File: config.mk
export PLATFORM = sky130hd
export DESIGN_NAME = fv_mul_sched
export DESIGN_NICKNAME = d
export VERILOG_FILES = /design/src/rtl/fv_enc_pkg.sv /design/src/rtl/coef_buf.sv /design/src/rtl/fv_mul_sched.sv
export SDC_FILE = /design/constraint.sdc
export NUM_CORES = 1
export LEC_CHECK = 0
export ABC_AREA = 1
export CORE_MARGIN = 3
export CORE_UTILIZATION = 40
export DETAILED_ROUTE_END_ITERATION = 6
export GPL_ROUTABILITY_DRIVEN = 0
export GPL_TIMING_DRIVEN = 0
export PLACE_DENSITY_LB_ADDON = 0.15
export SYNTH_ARGS = -nofsm -noshare
export SYNTH_HDL_FRONTEND = slang
export SYNTH_SLANG_ARGS = --single-unit
File: constraint.sdc
create_clock -name clk -period 4.2 [get_ports clk]
set_input_delay 0.42 -clock clk [delete_from_list [all_inputs] [get_ports clk]]
set_output_delay 0.42 -clock clk [all_outputs]
set_load 0.01 [all_outputs]
File: src/rtl/fv_enc_pkg.sv
// Purpose: shared types and default sizes for the FV encryption datapath.
// Latency: n/a (declarations only).
// Backpressure: n/a.
// Contents: FV_N / FV_QW / FV_UW defaults and the multiply-scheduler state encoding.
package fv_enc_pkg;

  localparam int FV_N  = 4;  // coefficients per polynomial (power of two, >= 2)
  localparam int FV_QW = 5;  // coefficient width mod q
  localparam int FV_UW = 1;  // width of a u coefficient

  typedef enum logic [1:0] {LOAD_U, PASS0, PASS1, DRAIN} sched_state_e;

endpackage

File: src/rtl/coef_buf.sv
// Purpose: N x UW coefficient store holding u while it is replayed twice.
// Latency: write lands on the next clk edge; read is combinational.
// Backpressure: none, the owner gates the write enable.
// Ports: clk; write port we/waddr/wdata; read port raddr -> rdata.
// Contents are deliberately not reset: every entry is rewritten before it is read.
module coef_buf
  import fv_enc_pkg::*;
#(
  parameter int N  = FV_N,
  parameter int UW = FV_UW,
  parameter int AW = $clog2(N)
) (
  input  logic          clk,
  input  logic          we,
  input  logic [AW-1:0] waddr,
  input  logic [UW-1:0] wdata,
  input  logic [AW-1:0] raddr,
  output logic [UW-1:0] rdata
);

  logic [UW-1:0] mem [N];

  always_ff @(posedge clk) begin
    if (we) begin
      mem[waddr] <= wdata;
    end
  end

  assign rdata = mem[raddr];

endmodule

File: src/rtl/fv_mul_sched.sv
// Purpose: shares one multiplier between p0*u and p1*u: buffers u, replays it per pass, routes z to c0/c1.
// Latency: 0 cycles p0/p1 -> mp/mu and mz -> c0/c1 (pure combinational routing, no added buffering).
// Backpressure: p0/p1 stall on mp/mu rdy; mz stalls on the selected c0/c1 rdy; u stalls until DRAIN ends.
// Ports: clk, s_rst (sync, active-high); u (UW) in; p0/p1 (QW) in; mp (QW)/mu (UW) out to the multiplier;
//        mz (QW) in from the multiplier; c0/c1 (QW) out; busy; err (sticky framing error).
// Option: define FV_SCHED_FRAMECHK_EN to check every input/mz 'last' against the beat counters;
//         otherwise err is 0 and the 'last' inputs are ignored. Counters always govern sequencing.
module fv_mul_sched
  import fv_enc_pkg::*;
#(
  parameter int N  = FV_N,
  parameter int QW = FV_QW,
  parameter int UW = FV_UW
) (
  input  logic          clk,
  input  logic          s_rst,
  // random polynomial u
  input  logic          u_vld,
  output logic          u_rdy,
  input  logic [UW-1:0] u_dat,
  input  logic          u_last,
  // public key polynomial 0
  input  logic          p0_vld,
  output logic          p0_rdy,
  input  logic [QW-1:0] p0_dat,
  input  logic          p0_last,
  // public key polynomial 1
  input  logic          p1_vld,
  output logic          p1_rdy,
  input  logic [QW-1:0] p1_dat,
  input  logic          p1_last,
  // multiplier p operand
  output logic          mp_vld,
  input  logic          mp_rdy,
  output logic [QW-1:0] mp_dat,
  output logic          mp_last,
  // multiplier u operand
  output logic          mu_vld,
  input  logic          mu_rdy,
  output logic [UW-1:0] mu_dat,
  output logic          mu_last,
  // multiplier result
  input  logic          mz_vld,
  output logic          mz_rdy,
  input  logic [QW-1:0] mz_dat,
  input  logic          mz_last,
  // ciphertext component 0
  output logic          c0_vld,
  input  logic          c0_rdy,
  output logic [QW-1:0] c0_dat,
  output logic          c0_last,
  // ciphertext component 1
  output logic          c1_vld,
  input  logic          c1_rdy,
  output logic [QW-1:0] c1_dat,
  output logic          c1_last,
  // status
  output logic          busy,
  output logic          err
);

  localparam int AW = $clog2(N);

  sched_state_e  state, state_nxt;
  logic [AW-1:0] icnt;
  logic [AW-1:0] zcnt;
  logic [1:0]    zpass;

  logic          icnt_last, zcnt_last;
  logic          in_pass, in_vld, in_fire, u_fire, z_fire, osel;
  logic [QW-1:0] in_dat;

  assign icnt_last = (icnt == AW'(N - 1));
  assign zcnt_last = (zcnt == AW'(N - 1));

  // ---------------- input side ----------------
  assign in_pass = (state == PASS0) || (state == PASS1);
  assign in_vld  = (state == PASS0) ? p0_vld : (state == PASS1) ? p1_vld : 1'b0;
  assign in_dat  = (state == PASS1) ? p1_dat : p0_dat;

  assign u_rdy   = (state == LOAD_U) && !s_rst;
  assign u_fire  = u_vld && u_rdy;

  // p and u operands advance together, so both multiplier ports must be ready.
  assign p0_rdy  = (state == PASS0) && mp_rdy && mu_rdy && !s_rst;
  assign p1_rdy  = (state == PASS1) && mp_rdy && mu_rdy && !s_rst;
  assign in_fire = in_pass && in_vld && mp_rdy && mu_rdy && !s_rst;

  assign mp_vld  = in_vld && !s_rst;
  assign mu_vld  = in_vld && !s_rst;
  assign mp_dat  = in_dat;
  assign mp_last = icnt_last;
  assign mu_last = icnt_last;

  // icnt is the write address while loading and the replay address in both passes.
  coef_buf #(.N(N), .UW(UW), .AW(AW)) u_buf (
    .clk   (clk),
    .we    (u_fire),
    .waddr (icnt),
    .wdata (u_dat),
    .raddr (icnt),
    .rdata (mu_dat)
  );

  // ---------------- output routing ----------------
  // zpass counts completed result polynomials; its LSB picks c0 or c1.
  assign osel    = zpass[0];
  assign c0_vld  = mz_vld && !osel && !s_rst;
  assign c1_vld  = mz_vld &&  osel && !s_rst;
  assign c0_dat  = mz_dat;
  assign c1_dat  = mz_dat;
  assign c0_last = zcnt_last;
  assign c1_last = zcnt_last;
  assign mz_rdy  = (osel ? c1_rdy : c0_rdy) && !s_rst;
  assign z_fire  = mz_vld && mz_rdy;

  assign busy    = (state != LOAD_U) && !s_rst;

  // ---------------- FSM ----------------
  always_ff @(posedge clk) begin
    if (s_rst) begin
      state <= LOAD_U;
    end else begin
      state <= state_nxt;
    end
  end

  always_comb begin
    state_nxt = state;
    case (state)
      LOAD_U:  if (u_fire && icnt_last)  state_nxt = PASS0;
      PASS0:   if (in_fire && icnt_last) state_nxt = PASS1;
      PASS1:   if (in_fire && icnt_last) state_nxt = DRAIN;
      DRAIN:   if (zpass == 2'd2)        state_nxt = LOAD_U;
      default: state_nxt = LOAD_U;
    endcase
  end

  // ---------------- counters ----------------
  // N is a power of two, so both beat counters wrap on their own.
  always_ff @(posedge clk) begin
    if (s_rst) begin
      icnt <= '0;
    end else if (u_fire || in_fire) begin
      icnt <= icnt + AW'(1);
    end
  end

  always_ff @(posedge clk) begin
    if (s_rst) begin
      zcnt  <= '0;
      zpass <= '0;
    end else begin
      if (z_fire) begin
        zcnt <= zcnt + AW'(1);
      end
      if (state == DRAIN && zpass == 2'd2) begin
        zpass <= '0;
      end else if (z_fire && zcnt_last) begin
        zpass <= zpass + 2'd1;
      end
    end
  end

  // ---------------- framing check ----------------
`ifdef FV_SCHED_FRAMECHK_EN
  logic in_last;
  logic err_q;

  assign in_last = (state == PASS1) ? p1_last : p0_last;

  always_ff @(posedge clk) begin
    if (s_rst) begin
      err_q <= 1'b0;
    end else if ((u_fire  && (u_last  != icnt_last)) ||
                 (in_fire && (in_last != icnt_last)) ||
                 (z_fire  && (mz_last != zcnt_last))) begin
      err_q <= 1'b1;
    end
  end

  assign err = err_q;
`else
  logic unused_last;
  assign unused_last = ^{u_last, p0_last, p1_last, mz_last};
  assign err = 1'b0;
`endif

endmodule

==> summary.md, run 1 <==
| Metric | Value |
|---|---|
| Run status | `complete, no violations` |
| Hold/Removal Path Class | `flop to flop` |
| Slack of the worst reg-to-reg path | `around 2700 ps` |
| Setup violations, final | `0` |
| Number of clock sinks | `14` |
| Count of TritonRoute iterations in the first routing pass | `5` |
| Minimum clock period after layout | `~2400 ps` |
| Overall fraction of global-route tracks in use | `0.169` |
| Maxcap violations | `0` |
| CTS max path bufs | `2` |
| Overall die width | `~56 µm` |
| Max Clk Rate | `0.421 GHz` |
| Synthesized cell area | `approximately 0.0010 mm²` |
| Number of antenna violations at the first check in global routing | `0` |
| Slew Viols, Final | `0` |
| Arrival time of data at the critical path endpoint | `between 1500 and 2000 ps` |
| Post-synth top area cell | `sky130_fd_sc_hd__dfxtp_1` |
| Top-level port count | `60` |
| Cell row count | `17` |
| Ratio of routed vias to standard cells | `4.59` |
| Crit path largest cell delay | `between 500 and 600 ps` |
| Area of the die | `between 0.003 and 0.004 mm²` |
| Overall power after layout | `approximately 0.00057 W` |
| Worst hold-check slack | `474 ps` |
| Top cell type's share of synthesized area | `0.197` |
| Sequential area share after synthesis | `0.315` |
| Vias | `1000` |
| Source of the worst hold timing path | `zcnt[1]` |
| Remaining design rule violation count | `0` |
| Worst Hold Path EP | `zcnt[1]` |
| Synth warnings | `0` |
| Unrepaired setup endpoints after global routing | `no` |
| Pwr Density | `363 mW/mm²` |
| Post-Route Skew | `about 0.45 ps` |
| Synthesized netlist cell count | `approximately 140` |
| Post-synth net total | `about 180` |
| Combined buffer and inverter count along the critical path | `4` |
| Final antenna-violating net count | `0` |
| Total clock buffers created by CTS | `3` |
| Area of the core | `0.00232 mm²` |
| Clock root buffer | `sky130_fd_sc_hd__clkbuf_4` |
| Worst reg2reg startpoint | `state[0]` |
| Number of synthesized register bits | `14` |
| Share of synthesized flip-flops with an asynchronous set or reset | `0` |
| Setup Total Neg Slack | `0 ps` |
| Count of unique library cells instantiated by Yosys | `23` |
| TritonCTS clock tree | `yes` |
| CTS clock-pin slew for the worst setup and hold paths | `roughly 80 ps` |
| Category of the worst setup path capture point | `output port` |
| Final routed wirelength across all metal layers | `around 2500 µm` |
| Final Hold Viols | `0` |
| Fraction of final layout cells with drive strength greater than 1 | `0.158` |
| Via count of the first global-routing pass | `about 950` |
| Instance area at placement | `roughly 0.0015 mm²` |
| Cell with the most instances after synthesis | `sky130_fd_sc_hd__nand2_1` |
| Avg Inst Size Synth | `about 7.4 µm²` |
| Nets | `231` |
| Worst IR Drop VDD | `0.269 mV` |
| Deepest level of the CTS H-tree | `1` |
| Pin count of the biggest net entering global routing | `11` |
| Category of the critical setup timing path | `flop to output port` |
| Number of cells traversed by the worst hold path | `2` |
| Ant. Diodes | `0` |
| Depth of the worst register-to-register path | `9` |
| Count of flip-flops with a built-in enable after synthesis | `4` |
| Initial cell density of the core | `0.439` |
| Top flip-flop cell by instance count after synthesis | `sky130_fd_sc_hd__dfxtp_1` |
| Destination of the worst register-to-register timing path | `state[0]` |
| Final Cell Area | `~0.0016 mm²` |
| Worst-path cell chain | `inv_1 > ha_1 > buf_4 > inv_1 > nand2_1 > nand2_1 > clkdlybuf4s50_1` |
| Period utilisation layout | `0.565` |
| Leading cell types by count after synthesis | `sky130_fd_sc_hd__nand2_1 (29), sky130_fd_sc_hd__inv_1 (16), sky130_fd_sc_hd__buf_4 (15), sky130_fd_sc_hd__nor2_1 (15), sky130_fd_sc_hd__a21oi_1 (11)` |
| Die Ht | `approximately 56 µm` |
| Fillcell total | `203` |
| WP data required | `about 3800 ps` |
| Synthesis-to-finish area growth | `54.2%` |
| IO Port Bufs | `49` |
| Wire length per cell | `11.4 µm` |
| Post-cts gate resize count | `0` |
| Violation count after the first detailed-route iteration | `11` |
| Total global routing overflow | `0` |
| # hold bufs at CTS | `0` |
| CP delay by family, top | `buffers and inverters` |
| Clock latency on the worst-skew pair | `between 200 and 300 ps` |
| Critical path fanouts, max | `8` |
| DP Wirelength | `~2100 µm` |
| Post-CTS Setup Inserts | `0` |
| Startpoint class of the critical path | `flop` |
| Wire length of the first global-routing pass | `4290 µm` |
| Leakage | `0.691 nW` |
| Leading cell types by total area after synthesis | `sky130_fd_sc_hd__dfxtp_1 (20%), sky130_fd_sc_hd__ha_1 (12%), sky130_fd_sc_hd__edfxtp_1 (12%), sky130_fd_sc_hd__buf_4 (11%), sky130_fd_sc_hd__nand2_1 (11%)` |
| Slowest cell on the critical path | `sky130_fd_sc_hd__clkdlybuf4s50_1` |
layout make-up:
cell class,count,area [µm²],share of cell area
Timing Repair Buffer,49,490,0.313
Clock buffer,3,22.5,0.0144
Tap cell,28,35.0,0.0223
Buffer,16,124,0.0789
Multi-Input combinational cell,89,505,0.322
Clock inverter,1,3.75,0.00239
Sequential cell,14,320,0.204
Inverter,18,67.6,0.0431
metrics by stage:
step / util / cells / setup WS, ps
final: 0.677 / 218 / 1830
after global routing: 0.677 / 218 / 1710
after CTS: 0.677 / 218 / 1810
after detailed placement: 0.665 / 214 / 1930
after global placement: 0.665 / 214 / 1940
after floorplan: - / 137 / 2600
report_power, final:
| group | internal (W) | switching (W) | leakage [nW] | total, W |
|---|---|---|---|---|
| clock network | 0.0000345 | 0.0000424 | 0.0154 | 0.0000769 |
| logic | 0.000156 | 0.000167 | 0.557 | 0.000323 |
| registers | 0.000155 | 0.0000150 | 0.118 | 0.000170 |
metal layers:
layer  track usage  vias up  wire length [µm]
li1              -      527                 -
met2         0.315       29              1360
met1         0.190      442               990
met4        0.0305        0                14
met3        0.0460        2               114
met5             0        -                 0
cells by family (layout without fill, tap and decap cells):
kind of cell,count (synthesis),count (layout),share of synthesized area
other,1,1,0.00369
xor gates and xnor gates,1,1,0.00861
DFF,14,14,0.315
adders and majority gates,10,10,0.123
buffers and inverters,34,87,0.188
and+or+nand+nor,62,62,0.272
AOI/OAI and AO/OA,15,15,0.0898
worst register-to-register path, cell delays in order (launching register included):
cell                      delay, ps
sky130_fd_sc_hd__dfxtp_1        390
sky130_fd_sc_hd__inv_1           80
sky130_fd_sc_hd__ha_1           190
sky130_fd_sc_hd__buf_4          160
sky130_fd_sc_hd__inv_1          180
sky130_fd_sc_hd__nand2_1         80
sky130_fd_sc_hd__nand2_1        130
sky130_fd_sc_hd__nand3_1         90
sky130_fd_sc_hd__nand2_1         80
sky130_fd_sc_hd__nor2_1          40
placed cells by master (no fill, tap or decap), types with 2 or more instances in the layout:
cell	instances
sky130_fd_sc_hd__buf_4	15
sky130_fd_sc_hd__nand2_2	5
sky130_fd_sc_hd__ha_1	10
sky130_fd_sc_hd__nand3_1	6
sky130_fd_sc_hd__a21oi_1	11
sky130_fd_sc_hd__nand2_1	29
sky130_fd_sc_hd__inv_2	2
sky130_fd_sc_hd__inv_1	16
sky130_fd_sc_hd__nor2_1	15
sky130_fd_sc_hd__edfxtp_1	4
sky130_fd_sc_hd__nand4_1	2
sky130_fd_sc_hd__clkbuf_4	3
sky130_fd_sc_hd__dfxtp_1	10
sky130_fd_sc_hd__clkdlybuf4s50_1	49
sky130_fd_sc_hd__nor3_1	2
worst max-delay path by stage:
stage,cells after the start,endpoint,start,slack [ps]
after floorplan,6,mu_vld,state[1],2600
after global placement,5,mu_vld,s_rst,1940
after detailed placement,5,mu_vld,s_rst,1930
after CTS,7,mp_dat[3],state[0],1810
after global routing,7,mu_vld,state[1],1710
final,7,mp_dat[3],state[0],1830
No activity file was read; power rests on OpenSTA's default activity.
==> run 2: changes to the inputs <==
CORE_UTILIZATION = 34   (was 40)
clock period = 2 ns   (was 4.2 ns; I/O delays follow)
==> run 2 against run 1 <==
- routed wire length rose by 3.3%
- combinational power rose by 110%
- via count rose by 2.5%
- power rose by 110%
- register-to-register slack got worse by 2200 ps
- critical endpoint is now mp_dat[2]
- flip-flop and latch count did not move
==> summary.md, run 2 (synthesis results as in run 1) <==
| Metric | Value |
|---|---|
| Run status | `complete, no violations (unchanged)` |
| TritonCTS clock tree | `yes (unchanged)` |
| Final routed wirelength across all metal layers | `2560 µm (was 2480 µm)` |
| WP data required | `1800 ps (was 3780 ps)` |
| Slack of the worst reg-to-reg path | `490 ps (was 2690 ps)` |
| Number of antenna violations at the first check in global routing | `0 (unchanged)` |
| Vias | `1025 (was 1000)` |
| Synthesis-to-finish area growth | `55.4% (was 54.2%)` |
| Pin count of the biggest net entering global routing | `11 (unchanged)` |
| Pre-CTS worst setup slack | `101 ps (was 1930 ps)` |
| Setup Total Neg Slack | `0 ps (unchanged)` |
| Clock root buffer | `sky130_fd_sc_hd__clkbuf_4 (unchanged)` |
| Crit path largest cell delay | `340 ps (was 530 ps)` |
| CTS max path bufs | `2 (unchanged)` |
| Max Clk Rate | `roughly 0.53 GHz` |
| Hold/Removal Path Class | `flop to flop (unchanged)` |
| Violation count after the first detailed-route iteration | `15 (was 11)` |
| Clock latency on the worst-skew pair | `290 ps (was 280 ps)` |
| Number of clock sinks | `14 (unchanged)` |
| Overall fraction of global-route tracks in use | `0.151 (was 0.169)` |
| Minimum clock period after layout | `between 1500 and 2000 ps` |
| Maxcap violations | `0 (unchanged)` |
| Via count of the first global-routing pass | `983 (was 954)` |
| Arrival time of data at the critical path endpoint | `1680 ps (was 1950 ps)` |
| Category of the worst setup path capture point | `output port (unchanged)` |
| Initial cell density of the core | `0.363 (was 0.439)` |
| Slowest cell on the critical path | `sky130_fd_sc_hd__dfxtp_2 (was sky130_fd_sc_hd__clkdlybuf4s50_1)` |
| Deepest level of the CTS H-tree | `1 (unchanged)` |
| Leakage | `0.716 nW (was 0.691 nW)` |
| Crit. Startpoint | `state[0] (unchanged)` |
| Fraction of final layout cells with drive strength greater than 1 | `0.183 (was 0.158)` |
| Post-Route Skew | `7.71 ps (was 0.450 ps)` |
| DP Wirelength | `2090 µm (was 2100 µm)` |
| Final antenna-violating net count | `0 (unchanged)` |
| Total global routing overflow | `0 (unchanged)` |
| Cell row count | `19 (was 17)` |
| IO Port Bufs | `49 (unchanged)` |
| Worst-path cell chain | `inv_1 > ha_1 > buf_4 > clkinvlp_4 > buf_4 > nand2_1 > nand2_1 > dlygate4sd2_1 (was inv_1 > ha_1 > buf_4 > inv_1 > nand2_1 > nand2_1 > clkdlybuf4s50_1)` |
| Remaining design rule violation count | `0 (unchanged)` |
| Ant. Diodes | `0 (unchanged)` |
| Nets | `232 (was 231)` |
| Pwr Density | `763 mW/mm² (was 363 mW/mm²)` |
| CP delay by family, top | `buffers and inverters (unchanged)` |
| Category of the critical setup timing path | `flop to output port (unchanged)` |
| Total clock buffers created by CTS | `3 (unchanged)` |
| Count of TritonRoute iterations in the first routing pass | `4 (was 5)` |
| Worst IR Drop VDD | `0.565 mV (was 0.269 mV)` |
| Ratio of routed vias to standard cells | `4.62 (was 4.59)` |
| Combined buffer and inverter count along the critical path | `5 (was 4)` |
| Startpoint class of the critical path | `flop (unchanged)` |
| Wire length per cell | `11.5 µm (was 11.4 µm)` |
| Most frequent cells in the layout | `sky130_fd_sc_hd__clkdlybuf4s50_1 (41), sky130_fd_sc_hd__nand2_1 (29), sky130_fd_sc_hd__buf_4 (16), sky130_fd_sc_hd__inv_1 (15), sky130_fd_sc_hd__nor2_1 (15) (was sky130_fd_sc_hd__clkdlybuf4s50_1 (49), sky130_fd_sc_hd__nand2_1 (29), sky130_fd_sc_hd__inv_1 (16), sky130_fd_sc_hd__buf_4 (15), sky130_fd_sc_hd__nor2_1 (15))` |
| Overall power after layout | `0.00121 W (was 0.000570 W)` |
| Unrepaired setup endpoints after global routing | `no (unchanged)` |
| Area of the die | `0.00368 mm² (was 0.00318 mm²)` |
| Final worst slack | `122 ps (was 1830 ps)` |
| Top-level port count | `60 (unchanged)` |
| Overall die width | `60.7 µm (was 56.4 µm)` |
| Period utilisation layout | `0.939` |
| Setup violations, final | `0 (unchanged)` |
| CTS clock-pin slew for the worst setup and hold paths | `90 ps (was 80 ps)` |
| Worst reg2reg startpoint | `state[0] (unchanged)` |
| Critical path fanouts, max | `8 (unchanged)` |
| Final Hold Viols | `0 (unchanged)` |
| Wire length of the first global-routing pass | `4160 µm (was 4290 µm)` |
| Source of the worst hold timing path | `zcnt[1] (unchanged)` |
| Die Ht | `60.7 µm (was 56.4 µm)` |
| Most common cell after layout, fill and taps aside | `sky130_fd_sc_hd__clkdlybuf4s50_1 (unchanged)` |
| Area of the core | `0.00281 mm² (was 0.00232 mm²)` |
| Slew Viols, Final | `0 (unchanged)` |
==> run 2: cell count changes in the layout (fill, tap and decap cells not counted) <==
cell                              previous run  this run
sky130_fd_sc_hd__clkdlybuf4s50_1            49        41
sky130_fd_sc_hd__dlygate4sd2_1               0         8
sky130_fd_sc_hd__dfxtp_1                    10         8
sky130_fd_sc_hd__dfxtp_2                     0         2
sky130_fd_sc_hd__a21oi_1                    11        10
sky130_fd_sc_hd__a21oi_2                     0         1
sky130_fd_sc_hd__buf_4                      15        16
sky130_fd_sc_hd__clkinvlp_4                  0         1
sky130_fd_sc_hd__inv_1                      16        15
==> run 2: timing repair <==
| item | 4_1_cts | 5_1_grt |
|---|---|---|
| resized for setup | 11 | 1 |
| buffers inserted | 1 | 0 |
| hold buffers | 0 | 0 |
| setup endpoints to repair | 8 | 1 |
| pin swaps | 0 | 0 |
==> run 2: tightest hold or removal path, cell delays in order (launching register included) <==
cell	delay [ps]
sky130_fd_sc_hd__dfxtp_1	320
sky130_fd_sc_hd__nand2_1	60
sky130_fd_sc_hd__a21oi_1	50
==> run 2: report_power, final <==
group          internal (W)  switching (W)  total [W]
registers          0.000331      0.0000304   0.000361
logic              0.000311       0.000367   0.000677
clock network     0.0000726      0.0000950   0.000168
total              0.000714       0.000492    0.00121
==> run 2: through the flow <==
step	util	instances	area (µm²)	hold slack, ps
detailed placement	0.551	217	1550	473
finish	0.563	222	1580	480
floorplan	-	137	1020	299
global placement	0.551	217	1550	453
CTS	0.563	222	1580	484
global route	0.563	222	1580	498
==> run 2: metal layers <==
metal | vias up | global-route usage | routed length, µm
li1 | 525 | - | -
met1 | 451 | 0.165 | 1030
met2 | 44 | 0.278 | 1290
met3 | 5 | 0.0511 | 213
met4 | 0 | 0.0372 | 21
met5 | - | 0 | 0
==> run 2: path summary, 6_finish.rpt <==
check | to | depth (start not counted)
setup / recovery | mp_dat[2] | 8
hold / removal | zcnt[1] | 2
setup reg to reg | flop | 9
hold reg to reg | zcnt[1] | 2
==> run 2: cell type report <==
cell class / count / area [µm²]
plain buffers: 16 / 124
clock buffers: 3 / 22.5
clock inverters: 1 / 3.75
fillers: 276 / 1220
inverters: 18 / 71.3
multi-input cells: 89 / 509
flip-flops and latches: 14 / 323
well taps: 31 / 38.8
repair buffers: 50 / 488
==> run 3: changes to the inputs <==
CORE_UTILIZATION = 37   (was 34)
PLACE_DENSITY = 0.79   (was default)
PLACE_DENSITY_LB_ADDON = default   (was 0.15)
SETUP_SLACK_MARGIN = 0.1   (was default)
clock period = 2.1 ns   (was 2 ns; I/O delays follow)
==> run 3 against run 2 <==
- sequential share of layout area shrank 0.22 points
- clock power grew 15%
- design area grew 1.1%
- flip-flop and latch count is the same
- worst setup slack gained 50 ps
- power shrank 0.82%
- sequential power shrank 4%
- cell count shrank 0.45%
- non-clock buffer count is the same
- combinational power shrank 3.1%
- critical endpoint is now mp_dat[4]
==> summary.md, run 3 (synthesis results as in run 1) <==
| Metric | Value |
|---|---|
| CTS clock-pin slew for the worst setup and hold paths | `90 ps (about the same)` |
| Final antenna-violating net count | `0 (unchanged)` |
| Clock root buffer | `sky130_fd_sc_hd__clkbuf_4 (unchanged)` |
| Synthesis-to-finish area growth | `57.1% (was 55.4%)` |
| WP data required | `1890 ps (was 1800 ps)` |
| Area of the core | `0.00254 mm² (was 0.00281 mm²)` |
| Initial cell density of the core | `0.400 (was 0.363)` |
| Most common cell after layout, fill and taps aside | `sky130_fd_sc_hd__clkdlybuf4s50_1 (unchanged)` |
| Multi-input logic area | `514 µm² (was 509 µm²)` |
| Die Ht | `58.4 µm (was 60.7 µm)` |
| Category of the worst setup path capture point | `output port (unchanged)` |
| Ant. Diodes | `0 (unchanged)` |
| Slowest cell on the critical path | `sky130_fd_sc_hd__dfxtp_2 (unchanged)` |
| Fillcell total | `227 (was 276)` |
| Wire length of the first global-routing pass | `4380 µm (was 4160 µm)` |
| Sequential Area | `323 µm² (unchanged)` |
| Ratio of routed vias to standard cells | `4.58 (was 4.62)` |
| Total global routing overflow | `0 (unchanged)` |
| Area of the die | `0.00341 mm² (was 0.00368 mm²)` |
| Nets | `232 (unchanged)` |
| Maxcap violations | `0 (unchanged)` |
| Vias | `1012 (was 1025)` |
| Pin count of the biggest net entering global routing | `11 (unchanged)` |
| Period utilisation layout | `0.918` |
| Max Clk Rate | `roughly 0.52 GHz` |
| Remaining design rule violation count | `0 (unchanged)` |
| Setup violations, final | `0 (unchanged)` |
| Count of TritonRoute iterations in the first routing pass | `4 (unchanged)` |
| CTS max path bufs | `2 (unchanged)` |
| Worst IR Drop VDD | `0.629 mV (was 0.565 mV)` |
| Unrepaired setup endpoints after global routing | `no (unchanged)` |
| Final routed wirelength across all metal layers | `2620 µm (was 2560 µm)` |
| Crit path largest cell delay | `350 ps (was 340 ps)` |
| Overall power after layout | `0.00120 W (was 0.00121 W)` |
| DP Wirelength | `2150 µm (was 2090 µm)` |
| Top-level port count | `60 (unchanged)` |
| Worst hold-check slack | `473 ps (was 480 ps)` |
| Overall die width | `58.4 µm (was 60.7 µm)` |
| Leakage | `0.736 nW (was 0.716 nW)` |
| Overall fraction of global-route tracks in use | `0.167 (was 0.151)` |
| Startpoint class of the critical path | `flop (unchanged)` |
| Category of the critical setup timing path | `flop to output port (unchanged)` |
| Worst-path cell chain | `inv_1 > ha_1 > buf_4 > clkinvlp_4 > buf_4 > nand2_1 > nand2_1 > dlygate4sd2_1 (unchanged)` |
| Clock latency on the worst-skew pair | `270 ps (was 290 ps)` |
| Cell row count | `18 (was 19)` |
| Violation count after the first detailed-route iteration | `27 (was 15)` |
| Number of antenna violations at the first check in global routing | `0 (unchanged)` |
| Deepest level of the CTS H-tree | `1 (unchanged)` |
| Minimum clock period after layout | `just under 2000 ps` |
| Slew Viols, Final | `0 (unchanged)` |
| Fraction of final layout cells with drive strength greater than 1 | `0.194 (was 0.183)` |
| Wire length per cell | `11.8 µm (was 11.5 µm)` |
| Post-Route Skew | `3.57 ps (was 7.71 ps)` |
| # hold bufs at CTS | `0 (unchanged)` |
| Run status | `complete, no violations (unchanged)` |
| Via count of the first global-routing pass | `957 (was 983)` |
| Setup Total Neg Slack | `0 ps (unchanged)` |
| Total clock buffers created by CTS | `3 (unchanged)` |
| Final Hold Viols | `0 (unchanged)` |
| Pwr Density | `749 mW/mm² (was 763 mW/mm²)` |
| TritonCTS clock tree | `yes (unchanged)` |
| Hold/Removal Path Class | `flop to flop (unchanged)` |
| IO Port Bufs | `49 (unchanged)` |
| Critical path fanouts, max | `8 (unchanged)` |
| Arrival time of data at the critical path endpoint | `1720 ps (was 1680 ps)` |
| Most frequent cells in the layout | `sky130_fd_sc_hd__clkdlybuf4s50_1 (41), sky130_fd_sc_hd__nand2_1 (29), sky130_fd_sc_hd__buf_4 (16), sky130_fd_sc_hd__inv_1 (15), sky130_fd_sc_hd__nor2_1 (15) (unchanged)` |
| Number of clock sinks | `14 (unchanged)` |
-- run 3: critical path: cells and delay by family (launching register included) --
kind                       cells  cell delay (ps)
buffers and inverters          5              800
DFF                            1              350
adders and majority gates      1              150
and+or+nand+nor                2              140
-- run 3: through the flow --
| step | utilization | instances | instance area (µm²) | worst slack [ps] |
|---|---|---|---|---|
| 2_1_floorplan | - | 137 | 1020 | 709 |
| 3_3_place_gp | 0.607 | 216 | 1550 | 224 |
| 3_5_place_dp | 0.607 | 216 | 1550 | 207 |
| 4_1_cts | 0.625 | 221 | 1590 | 124 |
| 5_1_grt | 0.628 | 221 | 1600 | 109 |
| 6_report | 0.628 | 221 | 1600 | 172 |
-- run 3: where the power goes --
group | switching, W | total [W] | internal [W]
combinational | 0.000357 | 0.000656 | 0.000298
clock | 0.0000883 | 0.000194 | 0.000105
sequential | 0.0000318 | 0.000347 | 0.000315
total | 0.000477 | 0.00120 | 0.000719
-- run 3: path summary, 6_finish.rpt --
kind         cells after the start  slack [ps]        end      from
min                              2         470    zcnt[1]   zcnt[1]
max                              8         170  mp_dat[4]  state[0]
min reg2reg                      2         470    zcnt[1]   zcnt[1]
max reg2reg                      9         580   state[1]  state[0]
-- run 3: layout make-up --
class	count	area share
plain buffers	16	0.0775
inverters	18	0.0446
well taps	30	0.0235
repair buffers	50	0.308
clock buffers	4	0.0227
flip-flops and latches	14	0.202
multi-input cells	89	0.322
-- run 3: per-layer routing --
metal	track usage	share of wire	routed length, µm
met1	0.204	0.37	980
met2	0.292	0.51	1330
met3	0.0395	0.11	280
met4	0.0430	0.0080	21
met5	0	0	0
-- run 3: what timing repair did --
item,CTS,global route
cloned,0,0
endpoints found under the setup margin,8,2
setup buffers,1,0
resized for setup,11,2
pin swaps,0,1
==> RTL change, RTL diff (config.mk and constraints of run 1) <==
The option `FV_SCHED_FRAMECHK_EN` is turned on by a define.
--- a/src/rtl/fv_mul_sched.sv
+++ b/src/rtl/fv_mul_sched.sv
@@ -6,4 +6,6 @@
 // Option: define FV_SCHED_FRAMECHK_EN to check every input/mz 'last' against the beat counters;
 //         otherwise err is 0 and the 'last' inputs are ignored. Counters always govern sequencing.
+`define FV_SCHED_FRAMECHK_EN
+
 module fv_mul_sched
   import fv_enc_pkg::*;
Check against the original RTL: not equivalent (a bounded check fails within 4 cycles, from zero or initial values and one cycle with s_rst high).
==> RTL change against run 1 <==
Sequential power grew 8%. Sequential share of layout area shrank 0.68 points. Total power grew 8.5%. Worst setup slack lost 31 ps. Sequential cell count grew 1. Cell area grew 9.9%. Synthesized area grew 10%. Routed wire length grew 4.4%. Die area grew 9.0%. Final cell count grew 10%. Critical path type unchanged. Critical endpoint is now mp_dat[0].
==> RTL change: results (changes against run 1) <==
port bufs=54 (was 49); met3 WL=177 um (was 114 um); DR vias/cell=4.575 (was 4.587); count of multi-input gates=100 (was 89); final period utilization=57.27% (was 56.52%); Clk. pwr=0.0000820 W (was 0.0000769 W); critical path arrival=1990 ps (was 1950 ps); Power Dens Cells=358.6 nW/um2 (was 363.2 nW/um2); met1 Use GR=18.29% (was 19.02%); routed length per instance=10.77 um (was 11.36 um); met3 GRT Util=3.289% (was 4.598%); Repair and plain buffers=69 (was 65); Leak=0.7673 nW (was 0.6906 nW); RR Startpoint=icnt[0] (was state[0]); share of cells above drive strength 1=17.14% (was 15.79%); M1 WL=1117 um (was 990 um); placement row count=18 (was 17); root buffer cell=clkbuf_4 (unchanged); nets@finish=251 (was 231); first-pass GRT wire length=4167 um (was 4291 um); Signal buf overhead=38.10% (was 39.15%); crit path capture=mp_dat[0] (was mp_dat[3]); R2R depth=6 (was 9); Sw Share=39.16% (was 39.35%); Syn Area/Cell=7.367 um2 (was 7.425 um2); Final HPWL DP=2210 um (was 2100 um); r2r setup slk=2650 ps (was 2690 ps); multi-input combinational area share=33.67% (was 32.22%); Placed Area=1698 um2 (was 1543 um2); Critical Path Fanout Max=10 (was 8); vias in the first global route=1015 (was 954); final hold slack=479.5 ps (was 474.4 ps); sequential cell area fraction in the yosys report=30.39% (was 31.49%); outcome=finished, final reports clean (unchanged); Layout clock area frac=1.524% (was 1.675%); length of routed met2 wiring=1277 um (was 1357 um); Worst Skew=4.878 ps (was 0.4499 ps); Synth top cells by count=32 x nand2_1, 18 x inv_1, 14 x buf_4, 14 x nor2_1 (was 29 x nand2_1, 16 x inv_1, 15 x buf_4, 15 x nor2_1, 11 x a21oi_1); Syn Nets=192 (was 177); Max IR drop VDD=0.0003012 V (was 0.0002690 V); logic gate share of total power=57.2% (was 56.6%); inverters=22 (was 18); 1st-iter DRT viols=13 (was 11); router iterations before antenna repair=4 (was 5); DP Worst Slack=1926 ps (was 1930 ps); total track usage=15.41% (was 16.90%); register area=340.3 um2 (was 320.3 um2); clock buf count=4 (was 3)
-- RTL change: cell count changes in the layout (fill, tap and decap cells not counted), sizes merged, moves of 2 or more --
cell,run 1,this run
inv,18,22
nand3,7,9
nand2,34,39
clkdlybuf4s50,49,54
-- RTL change: how the worst min path moves through the flow --
stage	from	to	cells past startpoint
2_1_floorplan	zcnt[1]	zcnt[1]	2
3_3_place_gp	zcnt[1]	zcnt[1]	2
3_5_place_dp	zcnt[1]	zcnt[1]	2
4_1_cts	zcnt[1]	zcnt[1]	2
5_1_grt	zcnt[1]	zcnt[1]	2
6_report	zcnt[1]	zcnt[1]	2
-- RTL change: cells by family after synthesis --
logic type / share of synthesized area, %
compound gates: 9.833
simple gates: 28.49
xor+xnor: 2.347
fa+ha+maj: 11.17
buf+inv: 17.76
flops: 30.39
-- RTL change: critical path: cells and delay by family (launching register included) --
family / cells / cell delay (ps)
and+or+nand+nor: 2 / 140
DFF: 1 / 400
adders and majority gates: 1 / 220
buffers and inverters: 4 / 960
